## src/rtl/key_scan_encoder.sv

```systemverilog
// Keypad encoder: synchronises N active-low key lines, picks the highest pressed index,
// debounces it, and emits press / auto-repeat events through a one-entry valid/ready buffer.
//
// state          | meaning
// ST_RELEASED    | no stable key; waiting for GS to rise
// ST_HELD_DELAY  | key held; timer counts down to the first repeat
// ST_HELD_REPEAT | key held; timer counts down between later repeats
module key_scan_encoder #(
  parameter int N_KEYS        = 10,
  parameter int CODE_W        = $clog2(N_KEYS),
  parameter int DB_CYCLES     = 4,
  parameter int REPEAT_EN     = 1,
  parameter int REPEAT_DELAY  = 20,
  parameter int REPEAT_PERIOD = 8
) (
  input  logic              clk,
  input  logic              rst,
  input  logic [N_KEYS-1:0] S_n,
  output logic [CODE_W-1:0] L,
  output logic              GS,
  output logic              evt_valid,
  output logic [CODE_W-1:0] evt_code,
  input  logic              evt_ready,
  output logic              ovf,
  input  logic              ovf_clr
);

  localparam int CNT_W = (DB_CYCLES > 1) ? $clog2(DB_CYCLES) : 1;
  localparam int T_MAX = (REPEAT_DELAY > REPEAT_PERIOD) ? REPEAT_DELAY : REPEAT_PERIOD;
  localparam int TW    = (T_MAX > 1) ? $clog2(T_MAX) : 1;

  localparam logic [CNT_W-1:0] DB_LAST  = CNT_W'(DB_CYCLES - 1);
  localparam logic [TW-1:0]    T_DELAY  = TW'(REPEAT_DELAY - 1);
  localparam logic [TW-1:0]    T_PERIOD = TW'(REPEAT_PERIOD - 1);

  typedef enum logic [1:0] {
    ST_RELEASED    = 2'd0,
    ST_HELD_DELAY  = 2'd1,
    ST_HELD_REPEAT = 2'd2
  } state_t;

  logic [N_KEYS-1:0] sync1_q, sync1_d, sync2_q, sync2_d;
  logic              cand_any;
  logic [CODE_W-1:0] cand_code;
  logic              cand_any_q, cand_any_d;
  logic [CODE_W-1:0] cand_code_q, cand_code_d;
  logic [CNT_W-1:0]  cnt_q, cnt_d;
  logic              stab_gs_q, stab_gs_d;
  logic [CODE_W-1:0] stab_code_q, stab_code_d;
  logic              stab_upd;
  state_t            state_q, state_d;
  logic [TW-1:0]     timer_q, timer_d;
  logic              ev_new;
  logic              evt_valid_q, evt_valid_d;
  logic [CODE_W-1:0] evt_code_q, evt_code_d;
  logic              ovf_q, ovf_d;

  // Highest-index pressed key wins.
  always_comb begin
    cand_any  = ~&sync2_q;
    cand_code = '0;
    for (int i = 0; i < N_KEYS; i++) begin
      if (!sync2_q[i]) cand_code = CODE_W'(i);
    end
  end

  always_comb begin
    sync1_d     = S_n;
    sync2_d     = sync1_q;
    cand_any_d  = cand_any;
    cand_code_d = cand_code;

    if ({cand_any, cand_code} != {cand_any_q, cand_code_q}) cnt_d = '0;
    else if (cnt_q != DB_LAST)                                cnt_d = cnt_q + CNT_W'(1);
    else                                                      cnt_d = cnt_q;

    stab_upd    = (cnt_q == DB_LAST) &&
                  ({cand_any_q, cand_code_q} != {stab_gs_q, stab_code_q});
    stab_gs_d   = stab_upd ? cand_any_q  : stab_gs_q;
    stab_code_d = stab_upd ? cand_code_q : stab_code_q;
  end

  // Key FSM acts on the next stable state so the press event lands with L/GS.
  always_comb begin
    state_d = state_q;
    timer_d = timer_q;
    ev_new  = 1'b0;
    case (state_q)
      ST_RELEASED: begin
        if (stab_gs_d) begin
          ev_new  = 1'b1;
          timer_d = T_DELAY;
          state_d = ST_HELD_DELAY;
        end
      end
      ST_HELD_DELAY, ST_HELD_REPEAT: begin
        if (!stab_gs_d) begin
          state_d = ST_RELEASED;
        end else if (stab_code_d != stab_code_q) begin
          ev_new  = 1'b1;
          timer_d = T_DELAY;
          state_d = ST_HELD_DELAY;
        end else if (timer_q != '0) begin
          timer_d = timer_q - TW'(1);
        end else if (state_q == ST_HELD_REPEAT || REPEAT_EN != 0) begin
          ev_new  = 1'b1;
          timer_d = T_PERIOD;
          state_d = ST_HELD_REPEAT;
        end
      end
      default: state_d = ST_RELEASED;
    endcase
  end

  always_comb begin
    evt_valid_d = evt_valid_q;
    evt_code_d  = evt_code_q;
    ovf_d       = ovf_q & ~ovf_clr;
    if (ev_new) begin
      if (!evt_valid_q || evt_ready) begin
        evt_valid_d = 1'b1;
        evt_code_d  = stab_code_d;
      end else begin
        ovf_d = 1'b1;
      end
    end else if (evt_valid_q && evt_ready) begin
      evt_valid_d = 1'b0;
    end
  end

  always_ff @(posedge clk) begin
    if (rst) begin
      sync1_q     <= '1;
      sync2_q     <= '1;
      cand_any_q  <= 1'b0;
      cand_code_q <= '0;
      cnt_q       <= '0;
      stab_gs_q   <= 1'b0;
      stab_code_q <= '0;
      state_q     <= ST_RELEASED;
      timer_q     <= '0;
      evt_valid_q <= 1'b0;
      evt_code_q  <= '0;
      ovf_q       <= 1'b0;
    end else begin
      sync1_q     <= sync1_d;
      sync2_q     <= sync2_d;
      cand_any_q  <= cand_any_d;
      cand_code_q <= cand_code_d;
      cnt_q       <= cnt_d;
      stab_gs_q   <= stab_gs_d;
      stab_code_q <= stab_code_d;
      state_q     <= state_d;
      timer_q     <= timer_d;
      evt_valid_q <= evt_valid_d;
      evt_code_q  <= evt_code_d;
      ovf_q       <= ovf_d;
    end
  end

  assign L         = stab_code_q;
  assign GS        = stab_gs_q;
  assign evt_valid = evt_valid_q;
  assign evt_code  = evt_code_q;
  assign ovf       = ovf_q;

endmodule

```

## config.mk

```make
export PLATFORM = sky130hd
export DESIGN_NAME = key_scan_encoder
export DESIGN_NICKNAME = d
export VERILOG_FILES = /design/src/rtl/key_scan_encoder.sv
export SDC_FILE = /design/constraint.sdc
export NUM_CORES = 1
export LEC_CHECK = 0
export CAP_MARGIN = 20
export CELL_PAD_IN_SITES_DETAIL_PLACEMENT = 1
export CELL_PAD_IN_SITES_GLOBAL_PLACEMENT = 1
export CORE_ASPECT_RATIO = 1.4
export CORE_MARGIN = 3
export CORE_UTILIZATION = 25
export CTS_BUF_LIST = sky130_fd_sc_hd__clkbuf_16
export DETAILED_ROUTE_END_ITERATION = 12
export PLACE_DENSITY_LB_ADDON = 0.1
export SLEW_MARGIN = 20
export SYNTH_ARGS = -nofsm -noshare
export SYNTH_HDL_FRONTEND = slang
export SYNTH_SLANG_ARGS = --single-unit
export TNS_END_PERCENT = 50
```

## constraint.sdc

```tcl
create_clock -name clk -period 2.7 [get_ports clk]
set_input_delay 0.54 -clock clk [delete_from_list [all_inputs] [get_ports clk]]
set_output_delay 0.54 -clock clk [all_outputs]
set_load 0.005 [all_outputs]
```

==> results_dict.tcl, run 1 <==
set metrics [dict create \
    drtIter0Drc 21 \
    rsz0062_at_grt "false" \
    cts_max_path_buffers 2 \
    grt_use_met2_pct 22.4 \
    hpwl_mm 3.57 \
    period_share_pct 82.4 \
    grt.busiest_layer "met2" \
    cts_tree "done" \
    cp.arrival_ps 2440 \
    slew_headroom_pct 56.5 \
    h-tree-depth 2 \
    place_congestion 0.825 \
    port-buffer-count 24 \
    drv_cap 0 \
    syn-mean-instance-area_um2 9.70 \
    drc 0 \
    yosysUniqueCellTypes 44 \
    hold_violations 0 \
    vias 1501 \
    synth_ff_type "dfxtp_1" \
    drv_slew 0 \
    fin_tns_setup_ps 0 \
    drt_pass1_iterations 2 \
    p_leak_nw 0.853 \
    synth-edff-count 0 \
    vdd_drop_max_mv 0.284 \
    start_util_pct 26.3 \
    layout_common_cells "45 x dfxtp_1, 24 x clkdlybuf4s50_1, 20 x or2_2" \
    end_kind "flop" \
    cp.required_ps 2920 \
    synth_area_um2 1870 \
    placed_area_um2 2220 \
    fp.coreArea_um2 7120 \
    drt-total-wl_mm 4.51 \
    die_x_um 79.1 \
    clock.fmax_mhz 449 \
    cts_setup_buffers 0 \
    root_buffer "clkbuf_16" \
    final_area_um2 2360 \
    clk-insertion-delay-late_ps 280 \
    grt_max_degree 31 \
    clk_pin_slew_worst_paths_ps 60 \
    grt_pass1_wl_mm 7.42 \
    drive_gt1_share_pct 15.5 \
    grt_use_met1_pct 10.8 \
    cts_sinks 45 \
    met3_usage_pct 2.58 \
    hold_slack_ps 408 \
    grt_overflow_total 0 \
    row_count 36 \
    setup_viol 0 \
    yosysSeqAreaShare_pct 48.1 \
    cp_max_fo 10 \
    ys_ff_latch 45 \
    synth.largest_area_cell "dfxtp_1" \
    ys_top_cells_by_area "dfxtp_1 48%, or2_2 6.7%, nor2_1 3.6%, mux2i_1 3.2%, ha_1 2.7%" \
    hold_buffers 0 \
    synth.net_count 211 \
    tritoncts.num_buffers 5 \
    synth.top_cell.area_share_pct 48.1 \
    grt_pass1_vias 1557 \
    n_antenna_cell 0 \
    yosys_warnings 0 \
    hp-class "reg -> reg" \
    area_growth_syn_to_layout_pct 26.1 \
    final_common_cell "dfxtp_1" \
    crit_type "reg -> reg" \
    tightest_slew_ps 644 \
    power.density_nw_per_um2 600 \
    synth_async_sr_flop_share_pct 0 \
    synthCells 193 \
    drtAntennaViolNets 0 \
    grt_antenna_before_repair 0 \
    detail_route.vias_per_cell 4.77 \
    fin_nets 237 \
    io_pins 25 \
    fin_crit_ps 2230 \
    cp-start-kind "flop" \
    dieArea_um2 8580 \
    skew_ps 4.67 \
    track_usage_pct 11.3 \
    die_h_um 108 \
    status "complete, no violations" \
    final_util_pct 33.2 \
    wire_per_inst_um 14.3 \
    cts-resized-gates 0 \
]
## logic make-up after synthesis
kind of cell             count (synthesis)  share of synthesized area (%)
AO/OA/AOI/OAI                           33                           13.6
XOR/XNOR                                 7                           3.28
adder cells (fa/ha/maj)                  4                           2.67
buffers and inverters                   13                           2.74
flip-flops                              45                           48.1
multiplexers                             7                           3.81
AND/OR/NAND/NOR                         84                           25.7
## area by class of cell
class | instances | area (um^2)
Clock buffer | 5 | 125
Clock inverter | 3 | 17.5
Sequential cell | 45 | 901
Timing Repair Buffer | 26 | 255
Tap cell | 95 | 119
Inverter | 6 | 22.5
Fill cell | 858 | 4760
Multi-Input combinational cell | 135 | 920
## final timing paths
check | start | endpoint | slack [ps] | depth (start not counted)
setup / recovery | cnt_q[0] | state_q[0] | 470 | 5
hold / removal | sync1_q[8] | sync2_q[8] | 410 | 1
setup reg to reg | cnt_q[0] | state_q[0] | 470 | 5
hold reg to reg | sync1_q[8] | sync2_q[8] | 410 | 1
## sequential cells by signal (all words and copies together) (netlist names), 2 cells and up
name and cells:
state_q 2, timer_q 5, cnt_q 2, cand_code_q 4
evt_code 4, sync2_q 10, L 4, sync1_q 10
## cells in the mapped netlist (2+ instances only)
cell type / instances
a22oi_1: 2
xor2_1: 2
a31oi_1: 4
or3_1: 2
buf_2: 2
clkbuf_1: 5
or2_2: 20
mux2i_1: 6
nand2b_1: 5
a311oi_1: 2
ha_1: 4
nand3_1: 2
xnor2_1: 5
nand2_1: 8
o31ai_1: 5
and3_1: 2
inv_1: 6
nor2_1: 18
nand4_1: 2
nand3b_1: 6
nor3_1: 6
o32ai_1: 2
a21oi_1: 6
nor2b_1: 3
o21ai_0: 3
nand4b_1: 3
dfxtp_1: 45
## layer usage
metal	part of all wire, %	routed length [um]	up-vias
met1	37	1660	733
met3	2.6	119	11
li1	-	-	732
met2	57	2590	25
met5	0	0	-
met4	3.1	139	0
## worst max-delay path, stage by stage (launching register included)
cell and delay, ps:
dfxtp_1 360, ha_1 470, mux2i_1 500, nor4b_1 190, or4_1 520, a21oi_1 130
## per-stage QoR
stage	total power [mW]	instances	worst slack (ps)
6_report	1.42	315	474
5_1_grt	1.50	315	381
4_1_cts	1.44	315	458
3_5_place_dp	0.843	307	473
3_3_place_gp	0.837	307	649
2_1_floorplan	0.796	193	853
## power by group
part | switching (mW) | internal [mW]
Clock | 0.251 | 0.339
Combinational | 0.0580 | 0.0619
Sequential | 0.0190 | 0.686
Total | 0.328 | 1.09
Note: power is estimated with default switching activity, not from simulation.
==> run 2: changes to the inputs <==
==> constraint.sdc (replaced) <==
create_clock -name clk -period 2.2 [get_ports clk]
set_input_delay 0.44 -clock clk [delete_from_list [all_inputs] [get_ports clk]]
set_output_delay 0.44 -clock clk [all_outputs]
set_load 0.005 [all_outputs]
==> results_dict.tcl, run 2 (synthesis results as in run 1) <==
set metrics [dict create \
    cp.required_ps 2420 \
    crit_path_top_delay_cell "or4_1" \
    pwr-share-comb_pct 8.9 \
    hold_slack_ps 409 \
    cts-resized-gates 0 \
    n_antenna_cell 0 \
    hold_buffers 0 \
    cts_tree "done" \
    hold_violations 0 \
    fin_nets 243 \
    p_leak_nw 0.884 \
    h-tree-depth 2 \
    grt_pass1_vias 1638 \
    period_share_pct 87.0 \
    power.density_nw_per_um2 728 \
    place_congestion 0.846 \
    cp-start-kind "flop" \
    cts_sinks 45 \
    detail_route.vias_per_cell 4.65 \
    grt_overflow_total 0 \
    port-buffer-count 24 \
    drive_gt1_share_pct 17.3 \
    drt-total-wl_mm 4.42 \
    p_sw_uw 410 \
    root_buffer "clkbuf_16" \
    met1_length_mm 1.70 \
    hp-class "reg -> reg" \
    drt_pass1_iterations 2 \
    track_usage_pct 11.4 \
    cts_setup_buffers 0 \
    vias 1494 \
    cp_max_fo 6 \
    vdd_drop_max_mv 0.384 \
    hpwl_mm 3.38 \
    drtAntennaViolNets 0 \
    intPower_mw 1.34 \
    met2WireLength_mm 2.55 \
    dieArea_um2 8580 \
    drc 0 \
    crit_chain "ha_1 > mux2i_1 > nor4b_1 > or4_1 > a21oi_1" \
    die_x_um 79.1 \
    top_regs "sync1_q (10), sync2_q (10), timer_q (5)" \
    grt_max_degree 21 \
    drv_slew 0 \
    fin_crit_ps 1910 \
    cp.arrival_ps 2130 \
    slew_headroom_pct 63.0 \
    finalPower_mw 1.75 \
    final_common_cell "dfxtp_1" \
    crit_type "reg -> reg" \
    fp.coreArea_um2 7120 \
    grt_pass1_wl_mm 7.56 \
    drtIter0Drc 49 \
    fin_tns_setup_ps 0 \
    cts_max_path_buffers 2 \
    tritoncts.num_buffers 5 \
    row_count 36 \
    seq_power_share_pct 49.3 \
    start_util_pct 26.3 \
    wl_met3_um 116 \
    clkPwrFrac_pct 41.7 \
    end_kind "flop" \
    tightest_slew_ps 547 \
    wire_per_inst_um 13.8 \
    grt_antenna_before_repair 0 \
    area_growth_syn_to_layout_pct 28.5 \
    clk_pin_slew_worst_paths_ps 70 \
    layout_common_cells "45 x dfxtp_1, 24 x clkdlybuf4s50_1, 20 x or2_2" \
    skew_ps 8.10 \
    clk-insertion-delay-late_ps 280 \
    switching_share_pct 23.4 \
    max_stage_delay_ps 490 \
    drv_cap 0 \
    clock.fmax_mhz 522 \
    setup_viol 0 \
    fillers 858 \
    rsz0062_at_grt "false" \
    io_pins 25 \
    die_h_um 108 \
    status "complete, no violations" \
    highest_layer "met4" \
]
## run 2: layer usage
metal  track usage [%]  vias to the layer above
li1                  -                      748
met1              10.4                      719
met2              22.9                       22
met3              3.25                        5
met4              4.30                        0
met5                 0                        -
## run 2: through the flow
step | instances | util [%] | area [um^2] | setup WS, ps
6_report | 321 | 33.8 | 2400 | 285
3_5_place_dp | 313 | 31.8 | 2260 | 286
3_3_place_gp | 313 | 31.8 | 2260 | 378
5_1_grt | 321 | 33.8 | 2400 | 131
2_1_floorplan | 193 | - | 1870 | 353
4_1_cts | 321 | 33.8 | 2400 | 266
## run 2: area by class of cell
| cell class | instances | area, um^2 | area share, % |
|---|---|---|---|
| tap | 95 | 119 | 4.94 |
| timing repair buffer | 32 | 300 | 12.5 |
| clock buffer | 5 | 125 | 5.20 |
| sequential | 45 | 901 | 37.5 |
| clock inverter | 3 | 17.5 | 0.728 |
| multi-input combinational | 135 | 920 | 38.2 |
| inverter | 6 | 22.5 | 0.937 |
## run 2: power by group through the flow
stage / clock, mW / sequential, mW / combinational, mW
after floorplan: 0 / 0.876 / 0.100
after global placement: 0 / 0.882 / 0.154
after detailed placement: 0 / 0.883 / 0.158
after CTS: 0.754 / 0.864 / 0.159
after global routing: 0.792 / 0.868 / 0.175
final: 0.730 / 0.863 / 0.156
## run 2: critical path, delay by kind of cell (launching register included)
family | cells | cell delay (ps)
mux | 1 | 450
simple gates | 2 | 660
compound gates | 1 | 150
fa+ha+maj | 1 | 240
flops | 1 | 350
## run 2: path summary, 6_finish.rpt
kind / startpoint / end / slack (ps) / cells past startpoint
worst max register to register: cnt_q[0] / state_q[0] / 290 / 5
worst min-delay path: sync1_q[6] / sync2_q[6] / 410 / 1
worst min register to register: sync1_q[6] / sync2_q[6] / 410 / 1
worst max-delay path: cnt_q[0] / state_q[0] / 290 / 5
==> run 3: changes to the inputs <==
--- a/config.mk
+++ b/config.mk
@@ -14,7 +14,6 @@
 export CTS_BUF_LIST = sky130_fd_sc_hd__clkbuf_16
 export DETAILED_ROUTE_END_ITERATION = 12
 export PLACE_DENSITY_LB_ADDON = 0.1
-export SLEW_MARGIN = 20
 export SYNTH_ARGS = -nofsm -noshare
 export SYNTH_HDL_FRONTEND = slang
 export SYNTH_SLANG_ARGS = --single-unit
==> constraint.sdc (replaced) <==
create_clock -name clk -period 2.25 [get_ports clk]
set_input_delay 0.45 -clock clk [delete_from_list [all_inputs] [get_ports clk]]
set_output_delay 0.45 -clock clk [all_outputs]
set_load 0.005 [all_outputs]
==> results_dict.tcl, run 3 (synthesis results as in run 1) <==
set metrics [dict create \
    cts_max_path_buffers 2 \
    final_util_pct 34.1 \
    slew_headroom_pct 57.4 \
    cp.required_ps 2420 \
    h-tree-depth 2 \
    drc 0 \
    top_regs "sync1_q (10), sync2_q (10), timer_q (5)" \
    drtIter0Drc 34 \
    cp.arrival_ps 2170 \
    fin_crit_ps 2000 \
    placed_cells 308 \
    grt_pass1_vias 1581 \
    instances_no_fill 316 \
    drv_slew 0 \
    fillers 842 \
    status "complete, no violations" \
    period_share_pct 88.9 \
    vias 1485 \
    drv_cap 0 \
    n_antenna_cell 0 \
    cts_sinks 45 \
    fp.coreArea_um2 7120 \
    vdd_drop_max_mv 0.422 \
    port-buffer-count 24 \
    wire_per_inst_um 13.7 \
    clk-insertion-delay-late_ps 280 \
    hpwl_mm 3.25 \
    final_area_um2 2430 \
    track_usage_pct 11.1 \
    fin_tns_setup_ps 0 \
    setup_viol 0 \
    grt_max_degree 51 \
    layout_common_cells "45 x dfxtp_1, 24 x clkdlybuf4s50_1, 20 x or2_2" \
    start_util_pct 26.3 \
    io_pins 25 \
    area_growth_syn_to_layout_pct 29.7 \
    grt_overflow_total 0 \
    drtAntennaViolNets 0 \
    dieArea_um2 8580 \
    hold_violations 0 \
    skew_ps 5.81 \
    hold_buffers 0 \
    final_common_cell "dfxtp_1" \
    clk_pin_slew_worst_paths_ps 60 \
    place_congestion 0.799 \
    p_leak_nw 0.887 \
    drt_pass1_iterations 4 \
    tritoncts.num_buffers 5 \
    min_delay_path_depth 1 \
    end_kind "flop" \
    rr_worst_depth 7 \
    drt-total-wl_mm 4.33 \
    fin_nets 238 \
    die_x_um 79.1 \
    hp-class "reg -> reg" \
    placed_area_um2 2240 \
    detail_route.vias_per_cell 4.70 \
    cp-start-kind "flop" \
    row_count 36 \
    grt_antenna_before_repair 0 \
    cts-resized-gates 0 \
    hold_slack_ps 409 \
    root_buffer "clkbuf_16" \
    crit_type "reg -> reg" \
    clock.fmax_mhz 500 \
    grt_pass1_wl_mm 7.51 \
    tightest_slew_ps 630 \
    cts_tree "done" \
    cts_setup_buffers 0 \
    cp_max_fo 5 \
    drive_gt1_share_pct 15.8 \
    power.density_nw_per_um2 793 \
    rsz0062_at_grt "false" \
    die_h_um 108 \
]
==> run 3: critical path, stage by stage, from the launching register on <==
cell and delay, ps:
dfxtp_1 370, inv_1 60, ha_1 230, nor4b_2 170, buf_4 160, nor4b_1 570
o21ai_0 220, o41ai_1 110
==> run 3: layout make-up <==
type / count / area (um^2) / share of cell area, %
Multi-Input combinational cell: 135 / 920 / 37.9
Sequential cell: 45 / 901 / 37.1
Timing Repair Buffer: 27 / 275 / 11.3
Clock buffer: 5 / 125 / 5.15
Tap cell: 95 / 119 / 4.90
Clock inverter: 3 / 65.1 / 2.68
Inverter: 6 / 22.5 / 0.928
==> run 3: path summary, 6_finish.rpt <==
check	start	end	slack, ps
worst min-delay path	sync1_q[9]	sync2_q[9]	410
worst min register to register	sync1_q[9]	sync2_q[9]	410
worst max register to register	timer_q[0]	state_q[1]	250
worst max-delay path	timer_q[0]	state_q[1]	250
==> run 3: stage by stage <==
stage	power (mW)	worst slack (ps)
2_1_floorplan	0.955	403
3_3_place_gp	1.01	374
3_5_place_dp	1.01	291
4_1_cts	1.95	264
5_1_grt	2.01	28.9
6_report	1.92	251
==> run 3: per-layer routing <==
metal,up-vias,global-route usage (%),routed length [um]
met1,725,11.5,1740
met4,0,4.05,65
met5,-,0,0
met3,6,2.08,100
met2,18,21.6,2430
li1,736,-,-
==> run 3: power breakdown <==
group / switching, mW / total, mW / internal (mW) / leakage [nW]
logic: 0.0688 / 0.144 / 0.0755 / 0.425
clock network: 0.300 / 0.934 / 0.634 / 0.0938
registers: 0.0218 / 0.845 / 0.824 / 0.369
